**src/rtl/sc_frame_responder_if.sv**
```systemverilog
// Signal bundle between the slow-control frame responder and its command FIFO,
// register bus, response FIFO and status outputs.
interface sc_frame_responder_if;
    logic [63:0] fifo_do;
    logic        fifo_empty;
    logic        fifo_rden;
    logic [15:0] reg_addr;
    logic [7:0]  reg_wdata;
    logic        reg_wr;
    logic        reg_rd;
    logic [7:0]  reg_rdata;
    logic        reg_ack;
    logic [63:0] rsp_di;
    logic        rsp_wren;
    logic        rsp_full;
    logic        busy;
    logic [15:0] frame_cnt;
    logic [7:0]  err_cnt;

    modport master (
        input  fifo_do, fifo_empty, reg_rdata, reg_ack, rsp_full,
        output fifo_rden, reg_addr, reg_wdata, reg_wr, reg_rd,
               rsp_di, rsp_wren, busy, frame_cnt, err_cnt
    );

    modport slave (
        output fifo_do, fifo_empty, reg_rdata, reg_ack, rsp_full,
        input  fifo_rden, reg_addr, reg_wdata, reg_wr, reg_rd,
               rsp_di, rsp_wren, busy, frame_cnt, err_cnt
    );
endinterface

```
**src/rtl/sc_frame_responder.sv**
```systemverilog
// Slow-control frame responder: pops 64-bit command frames, performs register
// bus reads/writes (bursts for reads) and emits one response word per access.
module sc_frame_responder #(
    parameter logic [7:0] HEADER    = 8'h7E,
    parameter logic [6:0] GBTX_ADDR = 7'h01,
    parameter int         TIMEOUT   = 255
) (
    input logic                  clk,
    input logic                  reset,
    sc_frame_responder_if.master bus
);

    typedef enum logic [2:0] {
        IDLE   = 3'd0,
        POP    = 3'd1,
        LATCH  = 3'd2,
        DECODE = 3'd3,
        BUS    = 3'd4,
        RESP   = 3'd5
    } state_t;

    localparam logic [15:0] TOUT_LAST = 16'(TIMEOUT - 1);

    state_t      state_q, state_d;
    logic [63:0] frame_q, frame_d;
    logic [15:0] index_q, index_d;
    logic [15:0] count_q, count_d;
    logic [15:0] timer_q, timer_d;
    logic [7:0]  data_q, data_d;
    logic        hdr_err_q, hdr_err_d;
    logic        tout_q, tout_d;
    logic        err_seen_q, err_seen_d;

    logic        fifo_rden_q, fifo_rden_d;
    logic [15:0] reg_addr_q, reg_addr_d;
    logic [7:0]  reg_wdata_q, reg_wdata_d;
    logic        reg_wr_q, reg_wr_d;
    logic        reg_rd_q, reg_rd_d;
    logic [63:0] rsp_di_q, rsp_di_d;
    logic        rsp_wren_q, rsp_wren_d;
    logic        busy_q, busy_d;
    logic [15:0] frame_cnt_q, frame_cnt_d;
    logic [7:0]  err_cnt_q, err_cnt_d;

    logic [7:0]  f_hdr;
    logic [6:0]  f_addr;
    logic        f_rw;
    logic [15:0] f_nb;
    logic [15:0] f_raddr;
    logic [7:0]  f_wdata;
    logic [7:0]  f_mask;
    logic [16:0] addr_sum_s;
    logic [7:0]  status_raw_s;
    logic [7:0]  status_rep_s;

    function automatic logic [7:0] sat_inc8(input logic [7:0] v);
        return (v == 8'hFF) ? v : v + 8'h01;
    endfunction

    assign f_hdr   = frame_q[63:56];
    assign f_addr  = frame_q[55:49];
    assign f_rw    = frame_q[48];
    assign f_nb    = frame_q[47:32];
    assign f_raddr = frame_q[31:16];
    assign f_wdata = frame_q[15:8];
    assign f_mask  = frame_q[7:0];

    // Carry out of the 17-bit sum flags a burst that wrapped past 16'hFFFF.
    assign addr_sum_s   = {1'b0, f_raddr} + {1'b0, index_q};
    assign status_raw_s = {4'h0, addr_sum_s[16], tout_q, 1'b0, hdr_err_q};
    assign status_rep_s = status_raw_s & ~(f_mask & 8'hFE);

    // State and output registers.
    always_ff @(posedge clk or posedge reset) begin
        if (reset) begin
            state_q     <= IDLE;
            frame_q     <= 64'h0;
            index_q     <= 16'h0;
            count_q     <= 16'h0;
            timer_q     <= 16'h0;
            data_q      <= 8'h0;
            hdr_err_q   <= 1'b0;
            tout_q      <= 1'b0;
            err_seen_q  <= 1'b0;
            fifo_rden_q <= 1'b0;
            reg_addr_q  <= 16'h0;
            reg_wdata_q <= 8'h0;
            reg_wr_q    <= 1'b0;
            reg_rd_q    <= 1'b0;
            rsp_di_q    <= 64'h0;
            rsp_wren_q  <= 1'b0;
            busy_q      <= 1'b0;
            frame_cnt_q <= 16'h0;
            err_cnt_q   <= 8'h0;
        end else begin
            state_q     <= state_d;
            frame_q     <= frame_d;
            index_q     <= index_d;
            count_q     <= count_d;
            timer_q     <= timer_d;
            data_q      <= data_d;
            hdr_err_q   <= hdr_err_d;
            tout_q      <= tout_d;
            err_seen_q  <= err_seen_d;
            fifo_rden_q <= fifo_rden_d;
            reg_addr_q  <= reg_addr_d;
            reg_wdata_q <= reg_wdata_d;
            reg_wr_q    <= reg_wr_d;
            reg_rd_q    <= reg_rd_d;
            rsp_di_q    <= rsp_di_d;
            rsp_wren_q  <= rsp_wren_d;
            busy_q      <= busy_d;
            frame_cnt_q <= frame_cnt_d;
            err_cnt_q   <= err_cnt_d;
        end
    end

    // Next-state and next-output logic.
    always_comb begin
        state_d     = state_q;
        frame_d     = frame_q;
        index_d     = index_q;
        count_d     = count_q;
        timer_d     = timer_q;
        data_d      = data_q;
        hdr_err_d   = hdr_err_q;
        tout_d      = tout_q;
        err_seen_d  = err_seen_q;
        fifo_rden_d = 1'b0;
        reg_addr_d  = reg_addr_q;
        reg_wdata_d = reg_wdata_q;
        reg_wr_d    = reg_wr_q;
        reg_rd_d    = reg_rd_q;
        rsp_di_d    = rsp_di_q;
        rsp_wren_d  = 1'b0;
        frame_cnt_d = frame_cnt_q;
        err_cnt_d   = err_cnt_q;

        case (state_q)
            IDLE: begin
                if (!bus.fifo_empty) begin
                    fifo_rden_d = 1'b1;
                    state_d     = POP;
                end else begin
                    state_d = IDLE;
                end
            end
            POP: begin
                state_d = LATCH;
            end
            LATCH: begin
                frame_d = bus.fifo_do;
                state_d = DECODE;
            end
            DECODE: begin
                index_d    = 16'h0;
                timer_d    = 16'h0;
                tout_d     = 1'b0;
                err_seen_d = 1'b0;
                hdr_err_d  = 1'b0;
                data_d     = f_rw ? 8'h00 : f_wdata;
                count_d    = f_rw ? ((f_nb == 16'h0) ? 16'h1 : f_nb) : 16'h1;
                if (f_hdr != HEADER) begin
                    hdr_err_d = 1'b1;
                    count_d   = 16'h1;
                    state_d   = RESP;
                end else if (f_addr != GBTX_ADDR) begin
                    err_cnt_d = sat_inc8(err_cnt_q);
                    state_d   = IDLE;
                end else begin
                    frame_cnt_d = frame_cnt_q + 16'h1;
                    state_d     = BUS;
                end
            end
            BUS: begin
                // The first BUS cycle only launches the strobe; ack is honoured afterwards.
                if (!reg_wr_q && !reg_rd_q) begin
                    reg_addr_d  = addr_sum_s[15:0];
                    reg_wdata_d = f_rw ? reg_wdata_q : f_wdata;
                    reg_wr_d    = ~f_rw;
                    reg_rd_d    = f_rw;
                    timer_d     = 16'h0;
                end else if (bus.reg_ack) begin
                    reg_wr_d = 1'b0;
                    reg_rd_d = 1'b0;
                    data_d   = f_rw ? bus.reg_rdata : f_wdata;
                    state_d  = RESP;
                end else if (timer_q == TOUT_LAST) begin
                    reg_wr_d = 1'b0;
                    reg_rd_d = 1'b0;
                    data_d   = 8'h00;
                    tout_d   = 1'b1;
                    state_d  = RESP;
                end else begin
                    timer_d = timer_q + 16'h1;
                end
            end
            RESP: begin
                if (bus.rsp_full) begin
                    state_d = RESP;
                end else begin
                    rsp_wren_d = 1'b1;
                    rsp_di_d   = {HEADER, GBTX_ADDR, f_rw, index_q, addr_sum_s[15:0],
                                  data_q, status_rep_s};
                    if ((status_rep_s != 8'h00) && !err_seen_q) begin
                        err_cnt_d  = sat_inc8(err_cnt_q);
                        err_seen_d = 1'b1;
                    end else begin
                        err_seen_d = err_seen_q;
                    end
                    index_d = index_q + 16'h1;
                    if (((index_q + 16'h1) < count_q) && !tout_q && !hdr_err_q) begin
                        state_d = BUS;
                    end else begin
                        state_d = IDLE;
                    end
                end
            end
            default: begin
                state_d = IDLE;
            end
        endcase

        busy_d = (state_d != IDLE);
    end

    assign bus.fifo_rden = fifo_rden_q;
    assign bus.reg_addr  = reg_addr_q;
    assign bus.reg_wdata = reg_wdata_q;
    assign bus.reg_wr    = reg_wr_q;
    assign bus.reg_rd    = reg_rd_q;
    assign bus.rsp_di    = rsp_di_q;
    assign bus.rsp_wren  = rsp_wren_q;
    assign bus.busy      = busy_q;
    assign bus.frame_cnt = frame_cnt_q;
    assign bus.err_cnt   = err_cnt_q;

endmodule
```
**src/flat_wrapper.sv**
```systemverilog
// flat-port wrapper written by rule: the top's interface ports become plain ports
module sc_frame_responder_flat 
#(
    parameter logic [7:0] HEADER    = 8'h7E,
    parameter logic [6:0] GBTX_ADDR = 7'h01,
    parameter int         TIMEOUT   = 255
)
  (clk, reset, bus_fifo_do, bus_fifo_empty, bus_reg_rdata, bus_reg_ack, bus_rsp_full, bus_fifo_rden, bus_reg_addr, bus_reg_wdata, bus_reg_wr, bus_reg_rd, bus_rsp_di, bus_rsp_wren, bus_busy, bus_frame_cnt, bus_err_cnt);
  sc_frame_responder_if bus_i ();
  input logic clk;
  input logic reset;
  input wire logic [$bits(bus_i.fifo_do)-1:0] bus_fifo_do;
  input wire logic [$bits(bus_i.fifo_empty)-1:0] bus_fifo_empty;
  input wire logic [$bits(bus_i.reg_rdata)-1:0] bus_reg_rdata;
  input wire logic [$bits(bus_i.reg_ack)-1:0] bus_reg_ack;
  input wire logic [$bits(bus_i.rsp_full)-1:0] bus_rsp_full;
  output wire logic [$bits(bus_i.fifo_rden)-1:0] bus_fifo_rden;
  output wire logic [$bits(bus_i.reg_addr)-1:0] bus_reg_addr;
  output wire logic [$bits(bus_i.reg_wdata)-1:0] bus_reg_wdata;
  output wire logic [$bits(bus_i.reg_wr)-1:0] bus_reg_wr;
  output wire logic [$bits(bus_i.reg_rd)-1:0] bus_reg_rd;
  output wire logic [$bits(bus_i.rsp_di)-1:0] bus_rsp_di;
  output wire logic [$bits(bus_i.rsp_wren)-1:0] bus_rsp_wren;
  output wire logic [$bits(bus_i.busy)-1:0] bus_busy;
  output wire logic [$bits(bus_i.frame_cnt)-1:0] bus_frame_cnt;
  output wire logic [$bits(bus_i.err_cnt)-1:0] bus_err_cnt;
  assign bus_i.fifo_do = bus_fifo_do;
  assign bus_i.fifo_empty = bus_fifo_empty;
  assign bus_i.reg_rdata = bus_reg_rdata;
  assign bus_i.reg_ack = bus_reg_ack;
  assign bus_i.rsp_full = bus_rsp_full;
  assign bus_fifo_rden = bus_i.fifo_rden;
  assign bus_reg_addr = bus_i.reg_addr;
  assign bus_reg_wdata = bus_i.reg_wdata;
  assign bus_reg_wr = bus_i.reg_wr;
  assign bus_reg_rd = bus_i.reg_rd;
  assign bus_rsp_di = bus_i.rsp_di;
  assign bus_rsp_wren = bus_i.rsp_wren;
  assign bus_busy = bus_i.busy;
  assign bus_frame_cnt = bus_i.frame_cnt;
  assign bus_err_cnt = bus_i.err_cnt;
  sc_frame_responder #(.HEADER(HEADER), .GBTX_ADDR(GBTX_ADDR), .TIMEOUT(TIMEOUT)) u_core (.clk(clk), .reset(reset), .bus(bus_i));
endmodule
```
**config.mk**
```make
export PLATFORM = sky130hd
export DESIGN_NAME = sc_frame_responder_flat
export DESIGN_NICKNAME = d
export VERILOG_FILES = /design/src/rtl/sc_frame_responder_if.sv /design/src/rtl/sc_frame_responder.sv /design/src/flat_wrapper.sv
export SDC_FILE = /design/constraint.sdc
export NUM_CORES = 1
export LEC_CHECK = 0
export BUFFER_PORTS_ARGS = -buffer_cell sky130_fd_sc_hd__buf_2
export CORE_ASPECT_RATIO = 0.8
export CORE_UTILIZATION = 25
export CTS_CLUSTER_DIAMETER = 150
export DETAILED_ROUTE_END_ITERATION = 10
export PLACE_DENSITY = 0.42
export SYNTH_ARGS = -nofsm -noshare
export SYNTH_HDL_FRONTEND = slang
export SYNTH_SLANG_ARGS = --single-unit
export TNS_END_PERCENT = 5
```
**constraint.sdc**
```tcl
create_clock -name clk -period 7.9 [get_ports clk]
set_input_delay 0.79 -clock clk [delete_from_list [all_inputs] [get_ports clk]]
set_output_delay 0.79 -clock clk [all_outputs]
set_load 0.1 [all_outputs]
```
==> results of run 1 <==
-- synth_stat cells, types with 3 or more instances --
master and count:
a2111oi_0 3, a211oi_1 3, a21o_1 9, a21oi_1 27, a31oi_1 14, and2_1 7
and3_1 22, buf_2 6, buf_4 23, buf_6 3, clkbuf_1 31, dfrtp_1 218
ha_1 36, inv_1 29, mux2_2 65, nand2_1 182, nand2b_1 9, nand3_1 25
nand4_1 10, nand4b_1 3, nor2_1 48, nor2b_1 11, nor3_1 6, nor4_1 10
o2111ai_1 5, o211ai_1 6, o21a_1 7, o21ai_0 111, o21bai_1 4, o31ai_1 7
or3_1 8, xnor2_1 33, xor2_1 16
-- worst paths after layout --
check                                         startpoint                             endpoint  slack [ns]
max                        u_core.index_q[1]$_DFFE_PP0P_            u_core.bus.busy$_DFF_PP0_        4.61
min                                                reset       u_core.frame_q[39]$_DFFE_PP0P_        0.33
max reg2reg                u_core.index_q[1]$_DFFE_PP0P_            u_core.bus.busy$_DFF_PP0_        4.61
min reg2reg                 u_core.data_q[5]$_DFFE_PP0P_    u_core.bus.rsp_di[13]$_DFFE_PP0P_        0.47
max in group asynchronous                          reset  u_core.bus.reg_addr[12]$_DFFE_PP0P_        6.19
min in group clk                          bus_fifo_empty       u_core.bus.fifo_rden$_DFF_PP0_        0.41
-- power groups by stage --
| stage | registers [W] | logic [W] | clock network, W |
|---|---|---|---|
| finish | 0.00171 | 0.00230 | 0.00114 |
| global route | 0.00176 | 0.00244 | 0.00123 |
| CTS | 0.00171 | 0.00233 | 0.00119 |
| detailed placement | 0.00173 | 0.00232 | 0 |
| global placement | 0.00172 | 0.00231 | 0 |
| floorplan | 0.00272 | 0.000878 | 0 |
-- worst max-delay path, stage by stage (launching register included) --
cell and delay [ns]:
dfrtp_1 0.52, ha_1 0.25, nand3_1 0.19, nor4b_2 0.49, and3_1 0.35, nand3_1 0.15
xnor2_1 0.17, ha_1 0.30, nor2b_1 0.12, o21ai_0 0.08, a21oi_1 0.13, a21oi_1 0.09
or3_1 0.33
-- final cells by class --
class | count | area, um^2
Fill cell | 4407 | 29100
Sequential cell | 218 | 5460
Multi-Input combinational cell | 743 | 4780
Timing Repair Buffer | 179 | 908
Clock buffer | 35 | 724
Tap cell | 552 | 691
Inverter | 30 | 120
Clock inverter | 11 | 80.1
Antenna cell | 3 | 7.51
-- through the flow --
| step | total power [W] | hold slack [ns] | worst slack [ns] | utilization (%) |
|---|---|---|---|---|
| 2_1_floorplan | 0.00360 | 0.439 | 1.15 | - |
| 3_3_place_gp | 0.00403 | 0.450 | 4.67 | 28.5 |
| 3_5_place_dp | 0.00405 | 0.453 | 4.60 | 28.5 |
| 4_1_cts | 0.00523 | 0.366 | 4.57 | 30.4 |
| 5_1_grt | 0.00543 | 0.381 | 4.26 | 30.4 |
| 6_report | 0.00514 | 0.333 | 4.61 | 30.5 |
-- cell families (layout without fill, tap and decap cells) --
| family | Yosys count | count (layout) | synth area share [%] |
|---|---|---|---|
| and+or+nand+nor | 359 | 359 | 16.2 |
| AOI/OAI and AO/OA | 218 | 218 | 12.6 |
| DFF | 218 | 218 | 51.2 |
| buffers and inverters | 94 | 255 | 4.40 |
| muxes | 67 | 67 | 7.11 |
| xor gates and xnor gates | 49 | 49 | 4.03 |
| adders and majority gates | 37 | 37 | 4.42 |
| other | 1 | 16 | 0.0352 |
-- registers in the layout, indices dropped and copies added (netlist names) --
register	count
u_core.bus.rsp_wren	1
u_core.bus.frame_cnt	16
u_core.bus.err_cnt	8
u_core.hdr_err_q	1
u_core.frame_q	58
u_core.state_q	3
u_core.tout_q	1
u_core.index_q	16
u_core.bus.reg_wdata	8
u_core.bus.fifo_rden	1
u_core.bus.rsp_di	45
u_core.bus.reg_rd	1
u_core.data_q	8
u_core.bus.reg_wr	1
u_core.err_seen_q	1
u_core.count_q	16
u_core.bus.reg_addr	16
u_core.bus.busy	1
u_core.timer_q	16
-- layer usage --
layer,GRT usage [%],vias to the layer above
li1,-,3935
met1,19.6,3839
met2,20.1,150
met3,4.10,34
met4,2.36,4
met5,0,-
==> metrics.cfg, run 1 <==
[final_layout]
drive_gt1_share_pct=25.2
final_common_cell=dfrtp_1
final_nets=1312
layout_common_cells=dfrtp_1 (218), nand2_1 (182), buf_2 (174)
fin_cells=1771
area_growth_pct=19.8
stdcell_area_um2=12800

[floorplanning]
dieArea_um2=43400
core_um2=41900
initial_core_util_pct=25.4
die_w_um=233
fp.dieH_um=187
rows=67
ios=194

[clocking]
clkSinkCount=218
ctsResizeCount=0
cts_tree=yes
clkLatencyLatePin_ns=0.55
clockBufferDepth=3
htree_num_levels=1
clk_pin_slew_ns=0.06
cts_inserted_buffers=26
cts_hold_buf=0
post_cts_buffers=0
root_buffer=clkbuf_16

[synth]
synth.yosys.seq_area_share_pct=51.2
postSynthAreaPerCell_um2=10.2
synth.cell_area_um2=10700
synth-edff-count=0
synth-async-reset-ratio_pct=100
ys.flop_type=dfrtp_1
synth_cell_type_count=72
yosys-top-cells-area=dfrtp_1 (51%), mux2_2 (6.9%), nand2_1 (6.4%), o21ai_0 (5.2%), ha_1 (4.2%)
ys_ff_latch=218
synth.top_cell.area_share_pct=51.2
ys_warn_count=0
syn_inst=1043
yosys.area.top_type=dfrtp_1

[route]
avgRoutedWirePerCell_um=16.6
met1Wirelength_mm=14.7
routed_wl_mm=29.4
drtIter0Drc=395
top_layer=met5
vias=7962
ant_nets=0
wl_met2_mm=12.5
drtPass1Iterations=4
viasPerCell=4.50
drc=0
wl_met3_mm=1.83

[grt]
grt_pass1_wl_mm=46.4
grt_max_degree=95
grt_pass1_vias=7770
grt_usage_pct=13.6
antenna_found_initial=4
overflow=0

[pwr]
power.internal_w=0.00262
powerDensity_nw_per_um2=403
p_sw_w=0.00252
power_frac_comb_pct=44.6
swShare_pct=49.1
ir_drop_uv=168
seqPwrFrac_pct=33.2
p_clk_share_pct=22.2
p_leak_nw=6.11

[timing]
max_freq_ghz=0.303
post-route-min-period_ns=3.29
relSlewSlack_pct=21.7
tightest_slew_ns=1.17
setup_violations=0
finClkSkew_ns=0.0121
fin_crit_sh_pct=41.7
finalHoldViolations=0
final_max_slew_viol_count=0
tns_ns=0
rsz0062_at_grt=false

[min_path]
min_path_type=primary input to async pin

[placed_design]
dp_cells=1722
placed_area_um2=12000
port_buffers=174
gp_congestion=0.757
place_hpwl_mm=20.7

[worst_setup_path]
arrival_ns=3.71
crit_path_end_kind=register
path_class=register to register
reg2reg_depth=12
worstPathMaxFanout=6
cp.required_ns=8.32
start_kind=register

[job]
drv_cap=0

[run_status]
status=completed

Power figures use the tool's default switching activity.
==> run 2: changes to the inputs <==
--- a/config.mk
+++ b/config.mk
@@ -5,6 +5,7 @@
 export SDC_FILE = /design/constraint.sdc
 export NUM_CORES = 1
 export LEC_CHECK = 0
+export ABC_AREA = 1
 export BUFFER_PORTS_ARGS = -buffer_cell sky130_fd_sc_hd__buf_2
 export CORE_ASPECT_RATIO = 0.8
 export CORE_UTILIZATION = 25
==> constraint.sdc (replaced) <==
create_clock -name clk -period 3.4 [get_ports clk]
set_input_delay 0.34 -clock clk [delete_from_list [all_inputs] [get_ports clk]]
set_output_delay 0.34 -clock clk [all_outputs]
set_load 0.1 [all_outputs]
==> run 2 against run 1 <==
Effect of this change:
- the flow now finishes with violations (design-rule violations, negative hold slack)
- via count increased by 7.7%
- combinational power increased to 2.6 times the previous value
- clock power increased by 150%
- total power increased to 2.5 times the previous value
- synthesized area increased by 0.82%
- fmax increased by 21%
- critical path type unchanged
==> metrics.cfg, run 2 <==
[pwr]
p_leak_nw=6.69
powerDensity_nw_per_um2=958
seqPwrFrac_pct=30.8
power.internal_w=0.00635
ir_drop_uv=504
p_clk_share_pct=22.0
power_frac_comb_pct=47.2
swShare_pct=50.6
p_sw_w=0.00651

[synth]
muxShareOfSynthArea_pct=4.61
synthXorXnorAreaFrac_pct=3.59
yosysMostFrequentCell=nand2_1
synth.cell_area_um2=10700
yosys.area.top_type=dfrtp_1
synth_top_family_by_area=simple AND/OR/NAND/NOR gates
ys_warn_count=0
synth_adder_area_share_pct=4.38
ys_ff_latch=218
synth.top_cells.by_count=nand2_1 (271), dfrtp_1 (218), inv_1 (120)
synth.top_cell.area_share_pct=50.8
yosys-top-cells-area=dfrtp_1 (51%), nand2_1 (9.5%), mux2_2 (4.6%), ha_1 (4.2%), inv_1 (4.2%)
synth_cell_type_count=49
synth-async-reset-ratio_pct=100
postSynthAreaPerCell_um2=9.08
synth-edff-count=0
synth_compound_area_share_pct=8.10
syn_inst=1183
yosys.area_share.simple_pct=21.1
ys.flop_type=dfrtp_1
synth.yosys.seq_area_share_pct=50.8

[placed_design]
place_hpwl_mm=22.4
gp_congestion=0.807
port_buffers=174
place_ws_ns=0.730

[route]
viasPerCell=4.37
ant_nets=0
avgRoutedWirePerCell_um=15.7
drtPass1Iterations=10
drc=20
routed_wl_mm=30.8
vias=8575
drtIter0Drc=432

[min_path]
min_path_type=primary input to async pin

[timing]
rsz0062_at_grt=false
worst_slack_ns=0.679
tightest_slew_ns=0.977
post-route-min-period_ns=2.72
whs_ns=-0.0104
setup_violations=0
relSlewSlack_pct=34.9
finClkSkew_ns=0.0199
tns_ns=0
final_max_slew_viol_count=0
fin_crit_sh_pct=80.0
max_freq_ghz=0.368
finalHoldViolations=12

[clocking]
clkLatencyLatePin_ns=0.56
cts_inserted_buffers=27
clk_pin_slew_ns=0.06
htree_num_levels=1
root_buffer=clkbuf_16
clkSinkCount=218
clockBufferDepth=3
ctsResizeCount=0
cts_tree=yes

[worst_setup_path]
r2r-start=u_core.index_q[0]$_DFFE_PP0P_
start_kind=register
arrival_ns=3.21
crit_start=u_core.index_q[0]$_DFFE_PP0P_
path_class=register to register
timing.rr.end=u_core.bus.busy$_DFF_PP0_
cp.required_ns=3.89
crit_path_end_kind=register
r2r_setup_slack_ns=0.68
cp-endpoint=u_core.bus.busy$_DFF_PP0_
worstPathMaxFanout=6
reg2reg_depth=14

[final_layout]
largest_reg_flops=58
final_common_cell=nand2_1
fin_util_pct=31.9
drive_gt1_share_pct=22.6
layout_common_cells=nand2_1 (271), dfrtp_1 (218), buf_2 (174)
top_register=u_core.frame_q
area_growth_pct=25.0
final_nets=1503

[floorplanning]
fp.dieH_um=187
dieArea_um2=43800
ios=194
rows=67
initial_core_util_pct=25.5
die_w_um=234
core_um2=42100

[run_status]
status=finished, violations left
violations=design-rule violations, negative hold slack

[grt]
grt_pass1_vias=8625
grt_usage_pct=14.5
overflow=0
grt_pass1_wl_mm=49.5
antenna_found_initial=2
grt_max_degree=59

[job]
drv_cap=0

==> run 2: what timing repair did <==
item / 4_1_cts / 5_1_grt
buffers inserted: 0 / 0
endpoints found under the hold margin: 33 / 0
hold buffers: 33 / 0
==> run 2: area by class of cell <==
type                       instances  area (um^2)
antenna                            2         5.00
clock buffer                      40          805
clock inverter                    10         73.8
fill                            4479        28700
inverter                         131          500
multi-input combinational        793         4550
sequential                       218         5460
tap                              552          691
timing repair buffer             218         1350
==> run 2: stage by stage <==
stage	std cells	cell area, um^2	power (W)	hold WS, ns
detailed placement	1879	12200	0.0101	0.457
floorplan	1195	10800	0.00885	0.450
finish	1964	13400	0.0129	-0.0104
global route	1962	13400	0.0137	0.00449
CTS	1962	13400	0.0131	0.00110
global placement	1879	12200	0.0101	0.451
==> run 2: power groups by stage <==
stage,clock network (W),registers (W),logic (W)
2_1_floorplan,0,0.00653,0.00232
3_3_place_gp,0,0.00399,0.00609
3_5_place_dp,0,0.00401,0.00610
4_1_cts,0.00295,0.00397,0.00615
5_1_grt,0.00305,0.00408,0.00653
6_report,0.00283,0.00396,0.00607
==> run 2: worst min-delay path by stage <==
stage / slack, ns / cells after the start / endpoint / startpoint
detailed placement: 0.46 / 2 / u_core.bus.rsp_di[16]$_DFFE_PP0P_ / u_core.bus.rsp_di[16]$_DFFE_PP0P_
finish: -0.01 / 2 / u_core.frame_q[40]$_DFFE_PP0P_ / reset
CTS: 0.001 / 2 / u_core.frame_q[23]$_DFFE_PP0P_ / bus_fifo_do[23]
global placement: 0.45 / 2 / u_core.bus.rsp_di[45]$_DFFE_PP0P_ / u_core.bus.rsp_di[45]$_DFFE_PP0P_
floorplan: 0.45 / 2 / u_core.bus.rsp_di[10]$_DFFE_PP0P_ / u_core.data_q[2]$_DFFE_PP0P_
global route: 0.004 / 2 / u_core.frame_q[16]$_DFFE_PP0P_ / bus_fifo_do[16]
==> run 2: logic make-up after synthesis <==
group	after synthesis
compound gates	163
xor+xnor	44
fa+ha+maj	37
buf+inv	184
flops	218
mux	44
other cells	1
simple gates	492
==> run 2: critical path: stages (launching register included) <==
cell and delay (ns):
dfrtp_1 0.45, ha_1 0.22, nand3_1 0.16, nor3_2 0.26, nand3_1 0.19, nor3_2 0.16, xor2_1 0.24, ha_1 0.27
inv_1 0.07, nor3_1 0.05, a211oi_1 0.18, nand2_1 0.10, nand2_1 0.07, nand2_1 0.12, nand3_1 0.11
==> run 2: per-layer routing <==
layer  GRT usage, %  routed length (um)
met5              0                  12
met1           20.6               15000
met3           3.95                1930
met4           3.32                 672
met2           21.6               13200
==> run 3: changes to the inputs <==
--- a/config.mk
+++ b/config.mk
@@ -5,13 +5,13 @@
 export SDC_FILE = /design/constraint.sdc
 export NUM_CORES = 1
 export LEC_CHECK = 0
-export ABC_AREA = 1
+export ABC_AREA = 0
 export BUFFER_PORTS_ARGS = -buffer_cell sky130_fd_sc_hd__buf_2
 export CORE_ASPECT_RATIO = 0.8
 export CORE_UTILIZATION = 25
 export CTS_CLUSTER_DIAMETER = 150
 export DETAILED_ROUTE_END_ITERATION = 10
-export PLACE_DENSITY = 0.42
+export PLACE_DENSITY = 0.44
 export SYNTH_ARGS = -nofsm -noshare
 export SYNTH_HDL_FRONTEND = slang
 export SYNTH_SLANG_ARGS = --single-unit
==> constraint.sdc (replaced) <==
create_clock -name clk -period 2.4 [get_ports clk]
set_input_delay 0.24 -clock clk [delete_from_list [all_inputs] [get_ports clk]]
set_output_delay 0.24 -clock clk [all_outputs]
set_load 0.1 [all_outputs]
==> run 3 against run 2 <==
Effect of this change:
- the run ends with negative setup slack left
- first-iteration DRC count decreased by 6.3%
- cell area increased by 8.2%
- critical path depth decreased by 2
- worst hold slack improved by 0.063 ns
- cell count decreased by 2.0%
- flip-flop and latch count unchanged
- total power increased by 38%
- critical path type unchanged
- critical endpoint unchanged
- largest power group unchanged
==> metrics.cfg, run 3 (synthesis results as in run 1) <==
[final_layout]
fin_cells=1924
top_register=u_core.frame_q
final_common_cell=dfrtp_1
layout_common_cells=dfrtp_1 (218), nand2_1 (181), buf_2 (174)
n_fill_cell=4311
area_growth_pct=36.3
final_nets=1467
largest_reg_flops=58
drive_gt1_share_pct=31.7

[run_status]
violations=negative setup slack
status=finished, violations left

[pwr]
power_w=0.0178
ir_drop_uv=654
powerDensity_nw_per_um2=1220
p_leak_nw=6.99

[grt]
grt_max_degree=84
grt_pass1_wl_mm=49.3
grt_pass1_vias=8770
grt_usage_pct=14.3
overflow=0
antenna_found_initial=2

[min_path]
hp-start=bus_reg_ack
min_path_type=primary input to register

[placed_design]
port_buffers=174
dp_cells=1805
gp_congestion=0.761
place_hpwl_mm=21.6

[worst_setup_path]
cp.required_ns=2.84
critPathMaxStageDelay_ns=0.42
arrival_ns=3.03
cp_cell_sequence=ha_4 > nand3_4 > nor4b_4 > and3_4 > nand3_4 > xnor2_2 > ha_1 > nor2b_4 > o21ai_2 > a21oi_2 > a21oi_2 > or3_1
crit_start=u_core.index_q[0]$_DFFE_PP0P_
cp_slowest_cell=dfrtp_1
r2r-start=u_core.index_q[0]$_DFFE_PP0P_
path_class=register to register
worstPathMaxFanout=4
start_kind=register
crit_family=simple AND/OR/NAND/NOR gates
crit_buf_inv=0
crit_path_end_kind=register

[floorplanning]
die_w_um=233
rows=67
fp.dieH_um=187
dieArea_um2=43400
initial_core_util_pct=25.4
core_um2=41900
ios=194

[timing]
fin_crit_sh_pct=108
setup_violations=11
tightest_slew_ns=0.678
final_max_slew_viol_count=0
finalHoldViolations=0
finClkSkew_ns=0.0232
rsz0062_at_grt=true
worst_slack_ns=-0.186
max_freq_ghz=0.387
post-route-min-period_ns=2.59
whs_ns=0.0524
relSlewSlack_pct=54.7
tns_ns=-1.14

[clocking]
clkSinkCount=218
clockBufferDepth=3
clkLatencyLatePin_ns=0.57
htree_num_levels=1
root_buffer=clkbuf_16
cts_inserted_buffers=26
cts_tree=yes
clk_pin_slew_ns=0.06

[route]
viasPerCell=4.49
avgRoutedWirePerCell_um=15.9
ant_nets=0
drc=0
routed_wl_mm=30.5
drtIter0Drc=405
drtPass1Iterations=5
vias=8643

[job]
drv_cap=0

-- run 3: final cells by class --
class                   instances  area, um^2  area share, %
flip-flops and latches        218        5460           37.6
clock inverters                 9        95.1          0.655
multi-input cells             743        5040           34.7
clock buffers                  37         772           5.31
diodes                          1        2.50         0.0172
repair buffers                334        2350           16.2
inverters                      30         116          0.801
well taps                     552         691           4.75
-- run 3: routing by layer --
layer	GRT usage [%]	part of all wire, %	wire length [um]	vias to the layer above
met5	0	0.043	13	-
met4	2.71	1.8	545	2
met3	3.41	5.6	1720	41
met2	22.7	45	13800	178
met1	19.7	47	14400	4190
li1	-	-	-	4232
-- run 3: timing repair --
| action | in CTS | in global routing |
|---|---|---|
| setup buffers | 2 | 2 |
| pin swaps | 17 | 13 |
| gates resized for setup | 25 | 33 |
| hold buffers | 68 | 0 |
| endpoints found under the setup margin | 26 | 41 |
| hold endpoints to repair | 112 | 0 |
-- run 3: worst paths after layout --
check / end / slack, ns / depth (start not counted)
worst max-delay path: u_core.bus.busy$_DFF_PP0_ / -0.19 / 12
worst min-delay path: u_core.tout_q$_DFFE_PP0P_ / 0.05 / 3
worst max register to register: u_core.bus.busy$_DFF_PP0_ / -0.19 / 12
worst min register to register: u_core.bus.rsp_di[11]$_DFFE_PP0P_ / 0.46 / 2
max in group asynchronous: u_core.bus.frame_cnt[9]$_DFFE_PP0P_ / 1.34 / 5
min in group asynchronous: u_core.frame_q[42]$_DFFE_PP0P_ / 0.23 / 3
-- run 3: stage by stage --
stage / util (%) / instance area [um^2] / worst slack, ns
2_1_floorplan: - / 10700 / -0.680
3_3_place_gp: 30.2 / 12700 / -0.244
3_5_place_dp: 30.2 / 12700 / -0.323
4_1_cts: 34.3 / 14400 / -0.180
5_1_grt: 34.7 / 14500 / -0.359
6_report: 34.7 / 14500 / -0.186
-- run 3: power by group --
group / total [W] / leakage [nW] / switching, W / internal, W
logic: 0.00822 / 3.73 / 0.00607 / 0.00215
clock network: 0.00398 / 0.434 / 0.00163 / 0.00234
registers: 0.00557 / 2.83 / 0.000793 / 0.00478
-- run 3: worst min-delay path: cells and delay by family --
| family | cells | cell delay (ns) |
|---|---|---|
| compound gates | 1 | 0.18 |
| buf+inv | 1 | 0.10 |
| simple gates | 1 | 0.05 |
